`src/rtl/proc_ele_mslot_if.sv`:
```
// Bus bundle for one systolic processing element: east/south forward paths and result.
// i_* signals flow into the PE (slave), o_* signals flow out of it.
interface proc_ele_mslot_if #(
  parameter int WIDTH = 8,
  parameter int NSLOT = 4,
  parameter int ACCW  = 2*WIDTH+4
);
  localparam int SW = $clog2(NSLOT);

  logic             i_mode;
  logic [WIDTH-1:0] i_ain;
  logic [SW-1:0]    i_ain_slot;
  logic             i_ain_val;
  logic             i_ain_last;
  logic [WIDTH-1:0] i_bin;
  logic [SW-1:0]    i_bin_slot;
  logic             i_bin_val;
  logic [ACCW-1:0]  i_cin;
  logic             i_cin_val;

  logic [WIDTH-1:0] o_aout;
  logic [SW-1:0]    o_aout_slot;
  logic             o_aout_val;
  logic             o_aout_last;
  logic [WIDTH-1:0] o_bout;
  logic [SW-1:0]    o_bout_slot;
  logic             o_bout_val;
  logic [ACCW-1:0]  o_cout;
  logic             o_cout_val;
  logic             o_sat;

  modport master (
    output i_mode, i_ain, i_ain_slot, i_ain_val, i_ain_last,
           i_bin, i_bin_slot, i_bin_val, i_cin, i_cin_val,
    input  o_aout, o_aout_slot, o_aout_val, o_aout_last,
           o_bout, o_bout_slot, o_bout_val, o_cout, o_cout_val, o_sat
  );

  modport slave (
    input  i_mode, i_ain, i_ain_slot, i_ain_val, i_ain_last,
           i_bin, i_bin_slot, i_bin_val, i_cin, i_cin_val,
    output o_aout, o_aout_slot, o_aout_val, o_aout_last,
           o_bout, o_bout_slot, o_bout_val, o_cout, o_cout_val, o_sat
  );
endinterface

```
`src/rtl/proc_ele_mslot.sv`:
```
// Multi-slot systolic PE: NSLOT weight bank, weight-stationary or output-stationary MAC.
// Define PE_SAT_EN to clamp additions to the ACCW range and raise the sticky sat flag.
module proc_ele_mslot #(
  parameter int WIDTH  = 8,
  parameter int NSLOT  = 4,
  parameter int ACCW   = 2*WIDTH+4,
  parameter int SIGNED = 0
) (
  input logic             clk,
  input logic             rst_n,
  proc_ele_mslot_if.slave bus
);
  localparam int SW  = $clog2(NSLOT);
  localparam int PW  = 2*WIDTH;
  localparam bit SGN = (SIGNED != 0);

  logic [WIDTH-1:0] r_bank [NSLOT];
  logic [ACCW-1:0]  r_acc;
  logic             r_mode;
  logic [WIDTH-1:0] r_aout;
  logic [SW-1:0]    r_aout_slot;
  logic             r_aout_val;
  logic             r_aout_last;
  logic [WIDTH-1:0] r_bout;
  logic [SW-1:0]    r_bout_slot;
  logic             r_bout_val;
  logic [ACCW-1:0]  r_cout;
  logic             r_cout_val;

  logic [WIDTH-1:0] w_weight;
  logic [PW-1:0]    w_a_ext;
  logic [PW-1:0]    w_w_ext;
  logic [PW-1:0]    w_prod;
  logic [ACCW-1:0]  w_prodx;
  logic             w_mode_chg;
  logic [ACCW-1:0]  w_acc_eff;
  logic [ACCW-1:0]  w_opnd;
  logic [ACCW-1:0]  w_sum;

  // The bank read sees the pre-write weight, so a same-cycle rewrite never leaks into the product.
  assign w_weight  = r_bank[bus.i_ain_slot];
  assign w_a_ext   = {{WIDTH{SGN & bus.i_ain[WIDTH-1]}}, bus.i_ain};
  assign w_w_ext   = {{WIDTH{SGN & w_weight[WIDTH-1]}}, w_weight};
  assign w_prod    = w_a_ext * w_w_ext;
  assign w_prodx   = {{(ACCW-PW){SGN & w_prod[PW-1]}}, w_prod};

  assign w_mode_chg = bus.i_mode != r_mode;
  assign w_acc_eff  = w_mode_chg ? '0 : r_acc;
  assign w_opnd     = bus.i_mode ? w_acc_eff : (bus.i_cin_val ? bus.i_cin : '0);

`ifdef PE_SAT_EN
  logic [ACCW:0] w_ext_sum;
  logic          w_clamp;
  logic          r_sat;

  always_comb begin
    w_ext_sum = {SGN & w_opnd[ACCW-1], w_opnd} + {SGN & w_prodx[ACCW-1], w_prodx};
    w_sum     = w_ext_sum[ACCW-1:0];
    w_clamp   = 1'b0;
    if (SGN) begin
      if (w_ext_sum[ACCW] != w_ext_sum[ACCW-1]) begin
        w_clamp = 1'b1;
        w_sum   = w_ext_sum[ACCW] ? {1'b1, {(ACCW-1){1'b0}}} : {1'b0, {(ACCW-1){1'b1}}};
      end
    end else if (w_ext_sum[ACCW]) begin
      w_clamp = 1'b1;
      w_sum   = '1;
    end
  end

  always_ff @(posedge clk or negedge rst_n) begin
    if (!rst_n) begin
      r_sat <= 1'b0;
    end else if (bus.i_ain_val && w_clamp) begin
      r_sat <= 1'b1;
    end
  end

  assign bus.o_sat = r_sat;
`else
  assign w_sum     = w_opnd + w_prodx;
  assign bus.o_sat = 1'b0;
`endif

  // South chain is a shift-load: keep the newest weight, push the displaced one down.
  always_ff @(posedge clk or negedge rst_n) begin
    if (!rst_n) begin
      for (int i = 0; i < NSLOT; i++) r_bank[i] <= '0;
      r_acc       <= '0;
      r_mode      <= 1'b0;
      r_aout      <= '0;
      r_aout_slot <= '0;
      r_aout_val  <= 1'b0;
      r_aout_last <= 1'b0;
      r_bout      <= '0;
      r_bout_slot <= '0;
      r_bout_val  <= 1'b0;
      r_cout      <= '0;
      r_cout_val  <= 1'b0;
    end else begin
      r_aout      <= bus.i_ain;
      r_aout_slot <= bus.i_ain_slot;
      r_aout_val  <= bus.i_ain_val;
      r_aout_last <= bus.i_ain_last;
      r_bout      <= r_bank[bus.i_bin_slot];
      r_bout_slot <= bus.i_bin_slot;
      r_bout_val  <= bus.i_bin_val;
      if (bus.i_bin_val) r_bank[bus.i_bin_slot] <= bus.i_bin;
      r_mode      <= bus.i_mode;
      r_acc       <= w_acc_eff;
      r_cout_val  <= 1'b0;
      if (!bus.i_mode) begin
        r_acc <= '0;
        if (bus.i_ain_val) begin
          r_cout     <= w_sum;
          r_cout_val <= 1'b1;
        end
      end else if (bus.i_ain_val) begin
        if (bus.i_ain_last) begin
          r_cout     <= w_sum;
          r_cout_val <= 1'b1;
          r_acc      <= '0;
        end else begin
          r_acc <= w_sum;
        end
      end else if (bus.i_cin_val) begin
        r_cout     <= bus.i_cin;
        r_cout_val <= 1'b1;
      end
    end
  end

  assign bus.o_aout      = r_aout;
  assign bus.o_aout_slot = r_aout_slot;
  assign bus.o_aout_val  = r_aout_val;
  assign bus.o_aout_last = r_aout_last;
  assign bus.o_bout      = r_bout;
  assign bus.o_bout_slot = r_bout_slot;
  assign bus.o_bout_val  = r_bout_val;
  assign bus.o_cout      = r_cout;
  assign bus.o_cout_val  = r_cout_val;
endmodule
```
`src/flat_wrapper.sv`:
```
// flat-port wrapper written by rule: the top's interface ports become plain ports
module proc_ele_mslot_flat 
#(
  parameter int WIDTH  = 8,
  parameter int NSLOT  = 4,
  parameter int ACCW   = 2*WIDTH+4,
  parameter int SIGNED = 0
)
  (clk, rst_n, bus_i_mode, bus_i_ain, bus_i_ain_slot, bus_i_ain_val, bus_i_ain_last, bus_i_bin, bus_i_bin_slot, bus_i_bin_val, bus_i_cin, bus_i_cin_val, bus_o_aout, bus_o_aout_slot, bus_o_aout_val, bus_o_aout_last, bus_o_bout, bus_o_bout_slot, bus_o_bout_val, bus_o_cout, bus_o_cout_val, bus_o_sat);
  proc_ele_mslot_if #(.WIDTH(WIDTH), .NSLOT(NSLOT), .ACCW(ACCW)) bus_i ();
  input logic clk;
  input logic rst_n;
  input wire logic [$bits(bus_i.i_mode)-1:0] bus_i_mode;
  input wire logic [$bits(bus_i.i_ain)-1:0] bus_i_ain;
  input wire logic [$bits(bus_i.i_ain_slot)-1:0] bus_i_ain_slot;
  input wire logic [$bits(bus_i.i_ain_val)-1:0] bus_i_ain_val;
  input wire logic [$bits(bus_i.i_ain_last)-1:0] bus_i_ain_last;
  input wire logic [$bits(bus_i.i_bin)-1:0] bus_i_bin;
  input wire logic [$bits(bus_i.i_bin_slot)-1:0] bus_i_bin_slot;
  input wire logic [$bits(bus_i.i_bin_val)-1:0] bus_i_bin_val;
  input wire logic [$bits(bus_i.i_cin)-1:0] bus_i_cin;
  input wire logic [$bits(bus_i.i_cin_val)-1:0] bus_i_cin_val;
  output wire logic [$bits(bus_i.o_aout)-1:0] bus_o_aout;
  output wire logic [$bits(bus_i.o_aout_slot)-1:0] bus_o_aout_slot;
  output wire logic [$bits(bus_i.o_aout_val)-1:0] bus_o_aout_val;
  output wire logic [$bits(bus_i.o_aout_last)-1:0] bus_o_aout_last;
  output wire logic [$bits(bus_i.o_bout)-1:0] bus_o_bout;
  output wire logic [$bits(bus_i.o_bout_slot)-1:0] bus_o_bout_slot;
  output wire logic [$bits(bus_i.o_bout_val)-1:0] bus_o_bout_val;
  output wire logic [$bits(bus_i.o_cout)-1:0] bus_o_cout;
  output wire logic [$bits(bus_i.o_cout_val)-1:0] bus_o_cout_val;
  output wire logic [$bits(bus_i.o_sat)-1:0] bus_o_sat;
  assign bus_i.i_mode = bus_i_mode;
  assign bus_i.i_ain = bus_i_ain;
  assign bus_i.i_ain_slot = bus_i_ain_slot;
  assign bus_i.i_ain_val = bus_i_ain_val;
  assign bus_i.i_ain_last = bus_i_ain_last;
  assign bus_i.i_bin = bus_i_bin;
  assign bus_i.i_bin_slot = bus_i_bin_slot;
  assign bus_i.i_bin_val = bus_i_bin_val;
  assign bus_i.i_cin = bus_i_cin;
  assign bus_i.i_cin_val = bus_i_cin_val;
  assign bus_o_aout = bus_i.o_aout;
  assign bus_o_aout_slot = bus_i.o_aout_slot;
  assign bus_o_aout_val = bus_i.o_aout_val;
  assign bus_o_aout_last = bus_i.o_aout_last;
  assign bus_o_bout = bus_i.o_bout;
  assign bus_o_bout_slot = bus_i.o_bout_slot;
  assign bus_o_bout_val = bus_i.o_bout_val;
  assign bus_o_cout = bus_i.o_cout;
  assign bus_o_cout_val = bus_i.o_cout_val;
  assign bus_o_sat = bus_i.o_sat;
  proc_ele_mslot #(.WIDTH(WIDTH), .NSLOT(NSLOT), .ACCW(ACCW), .SIGNED(SIGNED)) u_core (.clk(clk), .rst_n(rst_n), .bus(bus_i));
endmodule
```
`config.mk`:
```
export PLATFORM = sky130hd
export DESIGN_NAME = proc_ele_mslot_flat
export DESIGN_NICKNAME = d
export VERILOG_FILES = /design/src/rtl/proc_ele_mslot_if.sv /design/src/rtl/proc_ele_mslot.sv /design/src/flat_wrapper.sv
export SDC_FILE = /design/constraint.sdc
export NUM_CORES = 1
export LEC_CHECK = 0
export CAP_MARGIN = 10
export CORE_MARGIN = 2
export CORE_UTILIZATION = 25
export CTS_BUF_LIST = sky130_fd_sc_hd__clkbuf_8
export CTS_CLUSTER_DIAMETER = 60
export DETAILED_ROUTE_END_ITERATION = 10
export GPL_ROUTABILITY_DRIVEN = 0
export MAX_ROUTING_LAYER = met4
export PLACE_DENSITY = 0.45
export SLEW_MARGIN = 15
export SYNTH_ARGS = -nofsm -noshare
export SYNTH_HDL_FRONTEND = slang
export SYNTH_SLANG_ARGS = --single-unit
```
`constraint.sdc`:
```
create_clock -name clk -period 6.9 [get_ports clk]
set_input_delay 1.035 -clock clk [delete_from_list [all_inputs] [get_ports clk]]
set_output_delay 1.035 -clock clk [all_outputs]
set_load 0.005 [all_outputs]
```
# [Word-level counts from Yosys, hierarchy flattened]
# Index checks and enable logic that the tools add are counted.
[totals] reg_bits=97 input_bits=47 out_inout_bits=45 wordCells=53
[classes] n_addsub=1 mul=1 order_cmp=3 n_eq_ne=2 muxes=25 bitwise=2 reduce_logical=4
[op_table] operator="$mux W20" n=11
[op_table] operator="$mux W8" n=5
[op_table] operator="$bmux W8 S2" n=2
[op_table] operator="$bwmux W32" n=1
[op_table] operator="$add A20 B16 Y20" n=1
[op_table] operator="$demux W8 S2" n=1
[op_table] operator="$mul A8 B8 Y16" n=1
[op_table] operator="$ge A3 B3 Y1 const B" n=2
[op_table] operator="$not A2 Y3" n=2
[op_table] operator="$mux W1" n=5
[op_table] operator="$reduce_bool A2 Y1" n=2
[op_table] operator="$lt A3 B1 Y1 const B" n=1
[op_table] operator="$ne A3 B2 Y1 const B" n=1
[op_table] operator="$reduce_and A3 Y1" n=1
[op_table] operator="$logic_and A1 B1 Y1" n=1
[op_table] operator="$ne A1 B1 Y1" n=1

# [Longest topological paths before layout]
# Gate-level depths: netlist (run 1).
[depth] word_depth=9 ltp_mapped=20

# [Worst setup path before layout (run 1)]
# No wires, ideal clock.
[synth_timing] kind="in2reg" from="in bus_i_ain_slot[0]" to="reg u_core.r_cout[17] (netlist: u_core.bus.o_cout[17])" setup_time_ns=0.069 arrival_time_ns=5.661 slack_ns=1.171 stages=16 path_buffers=1 cell_sequence="buf_2 mux4_2 and2_1 fa_1 fa_1 fa_1 inv_1 fa_1 inv_1 ha_1 o211ai_2 a21oi_2 o2111ai_1 a31o_1 or4_1 nand3_1"
[synth_via] elab_chain_len=9
[synth_lines] element="start: declaration" line="flat_wrapper.sv:15" source="input wire logic [$bits(bus_i.i_ain_slot)-1:0] bus_i_ain_slot;"
[synth_lines] element="$not A2 Y3 (implied by the code) (*)" line="proc_ele_mslot.sv:41" source="assign w_weight = r_bank[bus.i_ain_slot];"
[synth_lines] element="$bmux W8 S2 (*)" line="proc_ele_mslot.sv:41"
[synth_lines] element="$mux W8 (implied by the code) (*) (2 in a row)" line="proc_ele_mslot.sv:41"
[synth_lines] element="$mul A8 B8 Y16 (*)" line="proc_ele_mslot.sv:44" source="assign w_prod = w_a_ext * w_w_ext;"
[synth_lines] element="$add A20 B16 Y20 (*)" line="proc_ele_mslot.sv:81" source="assign w_sum = w_opnd + w_prodx;"
[synth_lines] element="$mux W20" line="proc_ele_mslot.sv:119" source="if (bus.i_ain_last) begin"
[synth_lines] element="$mux W20" line="proc_ele_mslot.sv:118" source="end else if (bus.i_ain_val) begin"
[synth_lines] element="$mux W20 (*)" line="proc_ele_mslot.sv:112" source="if (!bus.i_mode) begin"
[synth_lines] element="end signal: assignment" line="proc_ele_mslot.sv:115" source="r_cout <= w_sum;"
[synth_lines] element="end signal: assignment" line="proc_ele_mslot.sv:120" source="r_cout <= w_sum;"
[synth_lines] element="end signal: assignment" line="proc_ele_mslot.sv:127" source="r_cout <= bus.i_cin;"
[synth_lines] element="end: declaration" line="proc_ele_mslot.sv:27" source="logic [ACCW-1:0] r_cout;"
# Mark *: on every way between the ends. The rest lies on a longest branch, timed or not. The select of a mux whose other input is x is not followed.
# A chain may end at the register's enable or synchronous reset.

# [Final worst setup path (run 1)]
# Same ends and word-level chain as after synthesis.

==> run_results.csv, run 1 <==
group,metric,value,unit
route,wl_per_cell,16.7,um
logic_synthesis,synth_top_family_by_area,"adder cells",
timing,max_clock_freq,0.165,GHz
power_and_ir_drop,p_leak,0.00378,uW
floorplan,die_h,169,um
clocking,clock_sinks,97,
logic_synthesis,ys_async_sr_fraction,100,%
timing,period_share,88.0,%
logic_synthesis,synth.most_common_cell,"dfrtp_1",
setup_path,cp.required,7.24,ns
timing,setup_tns,0,ns
route,ant_nets,0,
finish,multi_input_area,0.00396,sq mm
clocking,clk_path_buf_depth,2,
placed_design,dpl_worst_slack,0.385,ns
logic_synthesis,seq_area_frac_synth,35.6,%
logic_synthesis,synth_area,0.00682,sq mm
clocking,postCtsHoldBufs,0,
global_route,grt_first_pass_wirelength,29300,um
setup_path,crit_path_end_kind,"register",
clocking,ctsResizeCount,0,
setup_path,critPathLaunchType,"primary input",
clocking,tritoncts.num_buffers,9,
setup_path,worstPathMaxFanout,9,
logic_synthesis,synthTopCellsByCount,"dfrtp_1 (97), inv_1 (93), nand2_1 (74)",
clocking,tritoncts,"yes",
logic_synthesis,synthSimpleGateAreaFrac,13.0,%
logic_synthesis,synth_warnings,0,
floorplan,initial_core_util,25.4,%
run,maxCapViolations,0,
timing,worst_slack,0.830,ns
logic_synthesis,synth-seq-cells,97,
finish,drive_above_1_share,10.9,%
route,vias,4983,
floorplan,die_area,0.0286,sq mm
clocking,htreeDepth,3,
setup_path,critPathKind,"in -> reg",
global_route,grt_pass1_vias,5171,
route,drt-total-wl,18100,um
timing,setup_viol,0,
timing,worst_clock_skew,0.0213,ns
logic_synthesis,netlist.area_leader.share,35.6,%
route,drtIter0Drc,214,
finish,final_nets,877,
clocking,path_clk_slew,0.12,ns
logic_synthesis,syn_nets,787,
floorplan,core.rowCount,60,
global_route,antenna_found_initial,0,
logic_synthesis,synthXorXnorAreaFrac,1.41,%
finish,n_antenna_cell,0,
floorplan,die_w,169,um
route,drtPass1Iterations,4,
floorplan,pin_count,92,
timing,hold_viol_final,0,
finish,final.fill_count,2791,
clocking,clkLatencyLatePin,0.40,ns
finish,syn2layout_area_growth,22.0,%
power_and_ir_drop,vdd_ir_drop_max,0.248,mV
timing,timing.final.max_slew_violations,0,
clocking,postCtsSetupRepairBufs,0,
placed_design,post-dp-hpwl,13600,um
finish,seqCellArea,0.00243,sq mm
timing,rsz0062_at_grt,"false",
logic_synthesis,synth_ff_type,"dfrtp_1",
global_route,gr-total-overflow,0,
run_status,status,"completed",
logic_synthesis,synthMuxAreaShare,10.7,%
logic_synthesis,synthAdderAreaFrac,22.2,%
logic_synthesis,postSynthAreaPerCell,10.5,sq um
route,drc,0,
setup_path,critical_path_arrival,6.41,ns
global_route,grt_start_max_net_pins,54,
clocking,cts_root_buf,"clkbuf_8",
logic_synthesis,synthTopCellsByArea,"dfrtp_1 (36%), fa_1 (15%), ha_1 (7.5%)",
min_path,hp-class,"reg -> reg",
logic_synthesis,synth_compound_area_share,10.7,%
logic_synthesis,synthCells,649,
timing,layout_min_cycle_time,6.07,ns
logic_synthesis,synth_edf_count,0,
timing,slew_headroom,37.3,%
placed_design,port_buffers,90,
route,viasPerCell,4.59,
power_and_ir_drop,p_per_area,393,mW/mm^2
logic_synthesis,yosysTopAreaCell,"dfrtp_1",
logic_synthesis,synth_cell_type_count,53,
floorplan,core-area,0.0269,sq mm
timing,worst_pin_slew,0.937,ns
global_route,grt_usage,13.7,%
worst max-delay path: stages:
cell,delay [ns]
clkdlybuf4s50_1,0.45
buf_4,0.22
mux4_2,0.63
and2_1,0.23
fa_1,0.52
fa_1,0.51
fa_1,0.50
inv_1,0.05
fa_1,0.48
inv_1,0.04
ha_1,0.39
o211ai_2,0.12
a21oi_2,0.18
o2111ai_1,0.17
a31o_1,0.29
or4_1,0.51
nand3_1,0.09
final cells by class:
| type | instances | area share, % |
|---|---|---|
| Clock buffer | 9 | 1.49 |
| Inverter | 95 | 4.28 |
| Clock inverter | 7 | 0.737 |
| Tap cell | 341 | 5.13 |
| Sequential cell | 97 | 29.2 |
| Multi-Input combinational cell | 438 | 47.5 |
| Timing Repair Buffer | 98 | 11.7 |
worst paths after layout:
kind                              startpoint                     to  slack [ns]  cells after the start
max                        bus_i_ain_slot[0]  u_core.bus.o_cout[17]        0.83                     17
min                         u_core.r_acc[17]       u_core.r_acc[17]        0.50                      2
max reg2reg                 u_core.r_bank[2]  u_core.bus.o_cout[17]        1.78                     15
min reg2reg                 u_core.r_acc[17]       u_core.r_acc[17]        0.50                      2
max in group asynchronous              rst_n   u_core.bus.o_bout[0]        5.09                      2
min in group asynchronous              rst_n  u_core.bus.o_aout_val        0.63                      1
cells by family (layout without fill, tap and decap cells):
family | Yosys count | after routing
AND/OR/NAND/NOR | 179 | 179
buffers and inverters | 114 | 209
AO/OA/AOI/OAI | 107 | 107
flip-flops | 97 | 97
adder cells (fa/ha/maj) | 91 | 91
multiplexers | 49 | 49
XOR/XNOR | 11 | 11
other | 1 | 1
sequential cells by signal, indices dropped and copies added, names as in the netlist:
register and flops:
u_core.bus.o_aout 8, u_core.bus.o_aout_last 1, u_core.bus.o_aout_slot 2, u_core.bus.o_aout_val 1, u_core.bus.o_bout 8, u_core.bus.o_bout_slot 2, u_core.bus.o_bout_val 1, u_core.bus.o_cout 20
u_core.bus.o_cout_val 1, u_core.r_acc 20, u_core.r_bank 32, u_core.r_mode 1
per-layer routing:
metal | routed length (um) | part of all wire [%] | track usage, %
met5 | 0 | 0 | -
met4 | 206 | 1.1 | 3.20
met3 | 434 | 2.4 | 1.89
met2 | 8780 | 48 | 21.4
met1 | 8700 | 48 | 18.8
cells in the final DEF (no fill, tap or decap), types with 3 or more instances in the layout:
| cell | netlist | layout |
|---|---|---|
| buf_4 | 1 | 8 |
| mux2_2 | 32 | 32 |
| or3_1 | 5 | 5 |
| xor2_1 | 5 | 5 |
| nand2_1 | 74 | 74 |
| nand3_1 | 9 | 9 |
| ha_1 | 41 | 41 |
| o21ai_1 | 15 | 15 |
| o211ai_1 | 6 | 6 |
| inv_1 | 93 | 93 |
| and2_1 | 39 | 39 |
| o21ai_0 | 5 | 5 |
| nand2b_1 | 5 | 5 |
| clkdlybuf4s50_1 | 0 | 89 |
| and3_1 | 6 | 6 |
| a22oi_1 | 11 | 11 |
| a211oi_1 | 3 | 3 |
| dfrtp_1 | 97 | 97 |
| nand3b_1 | 5 | 5 |
| nand4_1 | 4 | 4 |
| clkbuf_8 | 0 | 9 |
| a22o_1 | 17 | 17 |
| fa_1 | 50 | 50 |
| a21oi_1 | 22 | 22 |
| a31oi_1 | 10 | 10 |
| a21o_1 | 5 | 5 |
| nor2_1 | 21 | 21 |
| mux4_2 | 16 | 16 |
| xnor2_1 | 6 | 6 |
report_power, final:
group / leakage [uW] / switching [uW] / total (uW) / internal (uW)
sequential: 0.00118 / 66.1 / 757 / 691
combinational: 0.00251 / 1230 / 2140 / 903
clock: 0.0000884 / 238 / 376 / 138
per-stage QoR:
stage | instances | utilization [%] | instance area, sq um | total power [uW] | hold slack, ns
after floorplan | 649 | - | 6820 | 2280 | 0.456
after global placement | 1069 | 30.3 | 8140 | 2930 | 0.468
after detailed placement | 1069 | 30.3 | 8140 | 2930 | 0.477
after CTS | 1085 | 31.0 | 8320 | 3330 | 0.500
after global routing | 1085 | 31.0 | 8320 | 3630 | 0.522
final | 1085 | 31.0 | 8320 | 3270 | 0.496
(Power assumes the default switching activity.)
==> run 2: changes to the inputs <==
--- a/config.mk
+++ b/config.mk
@@ -6,6 +6,8 @@
 export NUM_CORES = 1
 export LEC_CHECK = 0
 export CAP_MARGIN = 10
+export CELL_PAD_IN_SITES_DETAIL_PLACEMENT = 1
+export CELL_PAD_IN_SITES_GLOBAL_PLACEMENT = 1
 export CORE_MARGIN = 2
 export CORE_UTILIZATION = 25
 export CTS_BUF_LIST = sky130_fd_sc_hd__clkbuf_8
@@ -13,7 +15,7 @@
 export DETAILED_ROUTE_END_ITERATION = 10
 export GPL_ROUTABILITY_DRIVEN = 0
 export MAX_ROUTING_LAYER = met4
-export PLACE_DENSITY = 0.45
+export PLACE_DENSITY = 0.53
 export SLEW_MARGIN = 15
 export SYNTH_ARGS = -nofsm -noshare
 export SYNTH_HDL_FRONTEND = slang
==> run 2 against run 1 <==
  * Clock-buffer cell count stayed put
  * Power is 2.3% higher
  * Sequential power hardly changed
  * Die area stayed put
  * Setup slack worse by 0.036 ns
  * Critical endpoint unchanged
==> run_results.csv, run 2 (synthesis gave the netlist of run 1 again) <==
group,metric,value,unit
global_route,grt_start_max_net_pins,61,
global_route,antenna_found_initial,0,
floorplan,core.rowCount,60,
placed_design,port_buffers,90,
floorplan,core-area,0.0269,sq mm
setup_path,cp.required,7.22,ns
floorplan,die_w,169,um
finish,syn2layout_area_growth,22.0,%
route,ant_nets,0,
global_route,gr-total-overflow,0,
clocking,ctsResizeCount,0,
timing,layout_min_cycle_time,6.11,ns
route,viasPerCell,4.72,
setup_path,r2r_start,"u_core.r_bank[2]",
setup_path,critPathKind,"in -> reg",
timing,hold_viol_final,0,
global_route,grt_first_pass_wirelength,30700,um
timing,worst_pin_slew,0.837,ns
min_path,min_from,"u_core.r_acc[15]",
global_route,grt_pass1_vias,5501,
placed_design,post-dp-hpwl,14900,um
floorplan,initial_core_util,25.4,%
power_and_ir_drop,vdd_ir_drop_max,0.251,mV
finish,final_common_cell,"dfrtp_1",
route,route.met2.wl,9740,um
setup_path,critical_path_arrival,6.43,ns
power_and_ir_drop,power.total,3340,uW
clocking,clkLatencyLatePin,0.40,ns
finish,most-common-layout-cells,"dfrtp_1 (97), inv_1 (93), clkdlybuf4s50_1 (89)",
route,wl_per_cell,17.6,um
timing,period_share,88.5,%
timing,slew_headroom,44.0,%
setup_path,worstSetupStartpoint,"bus_i_ain_slot[1]",
setup_path,worstPathMaxFanout,9,
global_route,grt_usage,14.3,%
setup_path,critPathLaunchType,"primary input",
power_and_ir_drop,p_leak,0.00379,uW
finish,drive_above_1_share,10.6,%
setup_path,crit_path_end_kind,"register",
clocking,postCtsHoldBufs,0,
finish,seqCellArea,0.00243,sq mm
clocking,postCtsSetupRepairBufs,0,
route,met3_length,554,um
min_path,hp-class,"reg -> reg",
floorplan,die_h,169,um
route,drt-total-wl,19000,um
clocking,path_clk_slew,0.09,ns
timing,rsz0062_at_grt,"false",
run,maxCapViolations,0,
clocking,tritoncts,"yes",
run_status,status,"completed",
finish,n_antenna_cell,0,
finish,final.fill_count,3055,
route,vias,5114,
timing,max_clock_freq,0.164,GHz
clocking,htreeDepth,3,
finish,largest-register,"u_core.r_bank",
route,met1Wirelength,8520,um
timing,worst_clock_skew,0.0207,ns
route,routed.top_layer,"met4",
clocking,clock_sinks,97,
route,drc,0,
clocking,clk_path_buf_depth,2,
timing,timing.final.max_slew_violations,0,
floorplan,die_area,0.0286,sq mm
timing,setup_tns,0,ns
finish,largest_reg_flops,32,
finish,final_nets,875,
route,drtPass1Iterations,4,
timing,setup_viol,0,
clocking,tritoncts.num_buffers,9,
clocking,cts_root_buf,"clkbuf_8",
finish,multi_input_area,0.00396,sq mm
floorplan,pin_count,92,
power_and_ir_drop,p_per_area,402,mW/mm^2
route,drtIter0Drc,189,
==> run 2: cell types whose count changed in the layout (fill, tap and decap cells not counted), sizes merged <==
cell	delta
clkinvlp	-1
bufinv	+1
buf	-2
==> run 2: critical path, cell delays in order <==
cell and delay [ns]:
clkdlybuf4s50_1 0.85, mux4_2 0.49, and2_1 0.21, fa_1 0.51
fa_1 0.50, fa_1 0.49, inv_1 0.05, fa_1 0.47
inv_1 0.04, ha_1 0.38, o211ai_2 0.11, a21oi_2 0.21
o2111ai_1 0.19, a31o_1 0.29, or4_1 0.50, nand3_1 0.09
==> run 2: final timing paths <==
path / end / slack [ns] / depth (start not counted)
max: u_core.bus.o_cout[17] / 0.79 / 16
min: u_core.r_acc[15] / 0.49 / 2
max reg2reg: u_core.bus.o_cout[17] / 1.77 / 15
min reg2reg: u_core.r_acc[15] / 0.49 / 2
max in group asynchronous: u_core.r_bank[24] / 5.10 / 2
min in group asynchronous: u_core.r_acc[18] / 0.59 / 1
==> run 2: cell type report <==
| cell class | count | area share, % |
|---|---|---|
| Clock inverter | 7 | 1.01 |
| Sequential cell | 97 | 29.2 |
| Tap cell | 341 | 5.13 |
| Inverter | 95 | 4.29 |
| Timing Repair Buffer | 96 | 11.3 |
| Clock buffer | 9 | 1.49 |
| Multi-Input combinational cell | 438 | 47.6 |
==> run 2: per-layer routing <==
layer  vias to the layer above  track usage, %
met5                         -               -
met1                      2668            18.2
met3                        15            2.12
li1                       2362               -
met4                         0            3.64
met2                        69            24.0
==> run 2: where the power goes <==
part	internal, uW	total, uW	switching (uW)
registers	691	758	67.3
clock network	174	412	238
logic	901	2170	1270
==> run 2: through the flow <==
| step | cells | worst slack, ns | utilization [%] | area [sq um] | hold WS [ns] |
|---|---|---|---|---|---|
| after floorplan | 649 | 1.17 | - | 6820 | 0.456 |
| after global placement | 1067 | 0.471 | 30.2 | 8110 | 0.469 |
| after detailed placement | 1067 | 0.376 | 30.2 | 8110 | 0.479 |
| after CTS | 1083 | 0.790 | 31.0 | 8320 | 0.499 |
| after global routing | 1083 | 0.514 | 31.0 | 8320 | 0.523 |
| final | 1083 | 0.793 | 31.0 | 8320 | 0.495 |
==> patch: new RTL, flow settings as in run 2 <==
`NSLOT` is set to 4 in 3 places; all go to 8.
--- a/src/rtl/proc_ele_mslot_if.sv
+++ b/src/rtl/proc_ele_mslot_if.sv
@@ -4,3 +4,3 @@
   parameter int WIDTH = 8,
-  parameter int NSLOT = 4,
+  parameter int NSLOT = 8,
   parameter int ACCW  = 2*WIDTH+4
--- a/src/rtl/proc_ele_mslot.sv
+++ b/src/rtl/proc_ele_mslot.sv
@@ -4,3 +4,3 @@
   parameter int WIDTH  = 8,
-  parameter int NSLOT  = 4,
+  parameter int NSLOT  = 8,
   parameter int ACCW   = 2*WIDTH+4,
--- a/src/flat_wrapper.sv
+++ b/src/flat_wrapper.sv
@@ -4,3 +4,3 @@
   parameter int WIDTH  = 8,
-  parameter int NSLOT  = 4,
+  parameter int NSLOT  = 8,
   parameter int ACCW   = 2*WIDTH+4,
Ports: changed (resized bus_i_ain_slot, bus_i_bin_slot, bus_o_aout_slot and bus_o_bout_slot); port bits go from 92 to 96. The function was not compared with the original's and may differ.
==> patch against run 2 <==
Setup slack got worse by 0.082 ns; design area increased by 29%; area after synthesis increased by 28%; power increased by 25%; highest routed layer unchanged; routed wire length increased by 34%; via count increased by 23%; clock skew decreased by 0.0062 ns; sequential cell count increased by 34.
==> patch: results (changes against run 2) <==
Drt
  – Drt total wl: 25520 µm (was 19040 µm)
  – TritonRoute pass-1 iters: 4 (unchanged)
  – DRT iter0 DRCs: 279 (was 189)
  – Vias: 6296 (was 5114)

Placement
  – Final HPWL DP: 18660 µm (was 14870 µm)
  – Placed cell area: 10320 µm² (was 8112 µm²)
  – Port Buf Inserts: 94 (was 90)

Clocking
  – Worst-path clk slew: around 0.08 ns
  – Clk buf depth: 2 (unchanged)
  – CTS buffer count: 17 (was 9)
  – Root buffer cell: clkbuf_8 (unchanged)
  – Post-CTS setup buffers: 0 (unchanged)
  – CTS resizes: 0 (unchanged)
  – Max H-tree Level: 4 (was 3)
  – Worst-Skew Late Latency: 0.50 ns (was 0.40 ns)

Worst setup path
  – CP Launch Point: bus_i_ain_slot[0] (was bus_i_ain_slot[1])
  – Worst R2R Path Depth: 19 (was 15)
  – CP max stage delay: 0.53 ns (was 0.85 ns)
  – R2R setup slack: 1.60 ns (was 1.77 ns)
  – Crit path DAT: 6.57 ns (was 6.43 ns)
  – Crit path max fanout: 17 (was 9)
  – RR Endpoint: u_core.bus.o_cout[18] (was u_core.bus.o_cout[17])
  – R2r startpoint: u_core.r_bank[4] (was u_core.r_bank[2])
  – Slowest CP cell: fa_1 (was clkdlybuf4s50_1)

Layout
  – Fraction of final layout cells sized beyond drive strength 1: 0.1722 (was 0.1065)
  – Final nets: 1027 (was 875)
  – Max FFs per register: 64 (was 32)
  – Largest Register: u_core.r_bank (unchanged)
  – Filler Cells Inserted: 3864 (was 3055)
  – ANT cells: 0 (unchanged)

Worst hold path
  – Worst Hold Path EP: u_core.r_acc[5] (was u_core.r_acc[15])
  – Worst Hold Class: flop to flop (unchanged)
  – Min-delay src: u_core.r_acc[5] (was u_core.r_acc[15])
  – Hold path cells: 2 (unchanged)

GRT
  – Initial antenna violation count: 0 (unchanged)
  – Largest net degree at the start of global routing: 71 (was 61)
  – GRT Overall Usage: 0.1507 (was 0.1428)
  – First-pass GRT wire length: 40370 µm (was 30710 µm)
  – Number of global-route vias before repair: 6764 (was 5501)
  – Total global routing overflow: 0 (unchanged)

Power
  – Peak supply drop: 0.1891 mV (was 0.2510 mV)
  – Static leakage: 4.747 nW (was 3.786 nW)

Synth
  – Post-synth top cells: dfrtp_1, inv_1, mux2_2, nand2_1, fa_1 (was dfrtp_1, inv_1, nand2_1, fa_1, ha_1)
  – Sequential share of the synthesized area: 0.3756 (was 0.3558)
  – Syn_nets: 923 (was 787)
  – Synthesis warning total: 0 (unchanged)
  – Asr flop ratio synth: 1.000 (unchanged)
  – Top post-synthesis cells by area: dfrtp_1, fa_1, mux2_2 (was dfrtp_1, fa_1, ha_1)
  – Synth Flop Type: dfrtp_1 (unchanged)
  – Netlist cell types: 61 (was 53)

Status
  – Status: completed (unchanged)

Timing
  – Rel. slew slack: 0.3010 (was 0.4397)
  – Hold_ws: 0.4884 ns (was 0.4949 ns)
  – Layout Skew: 0.01456 ns (was 0.02074 ns)
==> patch: changes by cell type in the layout (fill, tap and decap cells not counted), moves of 19 or more <==
cell / before / now
nand2_1: 74 / 55
mux2_2: 32 / 73
nor2b_1: 2 / 43
and2_1: 39 / 7
dfrtp_1: 97 / 131
==> patch: where the power goes <==
group,internal [mW],switching (mW),leakage [nW]
combinational,1.09,1.33,2.95
clock,0.346,0.362,0.199
sequential,0.940,0.107,1.60
==> patch: cell families after synthesis <==
kind of cell    count (synthesis)  share of synthesized area
simple gates                  181                     0.1092
compound gates                131                     0.1052
flops                         131                     0.3756
buf+inv                       122                    0.05347
mux                           113                     0.1696
fa+ha+maj                      91                     0.1735
xor+xnor                       13                    0.01304
other cells                     1                  0.0004296
==> patch: worst max-delay path: cells and delay by family <==
kind                       cells  cell delay [ns]
AOI/OAI and AO/OA              5             1.24
and+or+nand+nor                1             0.07
buffers and inverters          7             1.10
muxes                          2             0.66
adders and majority gates      5             2.29
xor gates and xnor gates       1             0.16
==> patch: final cells by class <==
type | count | area, µm² | share of cell area
multi-input combinational | 530 | 4984 | 0.4644
sequential | 131 | 3278 | 0.3055
timing repair buffer | 117 | 1152 | 0.1074
tap | 455 | 569.3 | 0.05305
inverter | 90 | 337.8 | 0.03148
clock buffer | 19 | 261.5 | 0.02437
clock inverter | 13 | 148.9 | 0.01387
==> patch: per-layer routing <==
| metal | part of all wire | GRT usage | up-vias |
|---|---|---|---|
| met5 | 0 | - | - |
| met4 | 0.010 | 0.03429 | 0 |
| met3 | 0.040 | 0.03184 | 18 |
| met2 | 0.49 | 0.2457 | 110 |
| met1 | 0.46 | 0.1917 | 3249 |
| li1 | - | - | 2919 |
==> patch: worst max-delay path by stage <==
stage          slack (ns)  depth (start not counted)                    end
3_5_place_dp         0.17                         19  u_core.bus.o_cout[18]
2_1_floorplan        0.53                         20  u_core.bus.o_cout[18]
4_1_cts              0.70                         19  u_core.bus.o_cout[18]
6_report             0.71                         21  u_core.bus.o_cout[18]
3_3_place_gp         0.21                         21  u_core.bus.o_cout[18]
5_1_grt              0.41                         21  u_core.bus.o_cout[16]
==> patch: through the flow <==
step | cells | worst slack (ns)
6_report | 1355 | 0.7110
5_1_grt | 1355 | 0.4059
4_1_cts | 1355 | 0.7012
3_5_place_dp | 1323 | 0.1704
3_3_place_gp | 1323 | 0.2144
2_1_floorplan | 783 | 0.5336
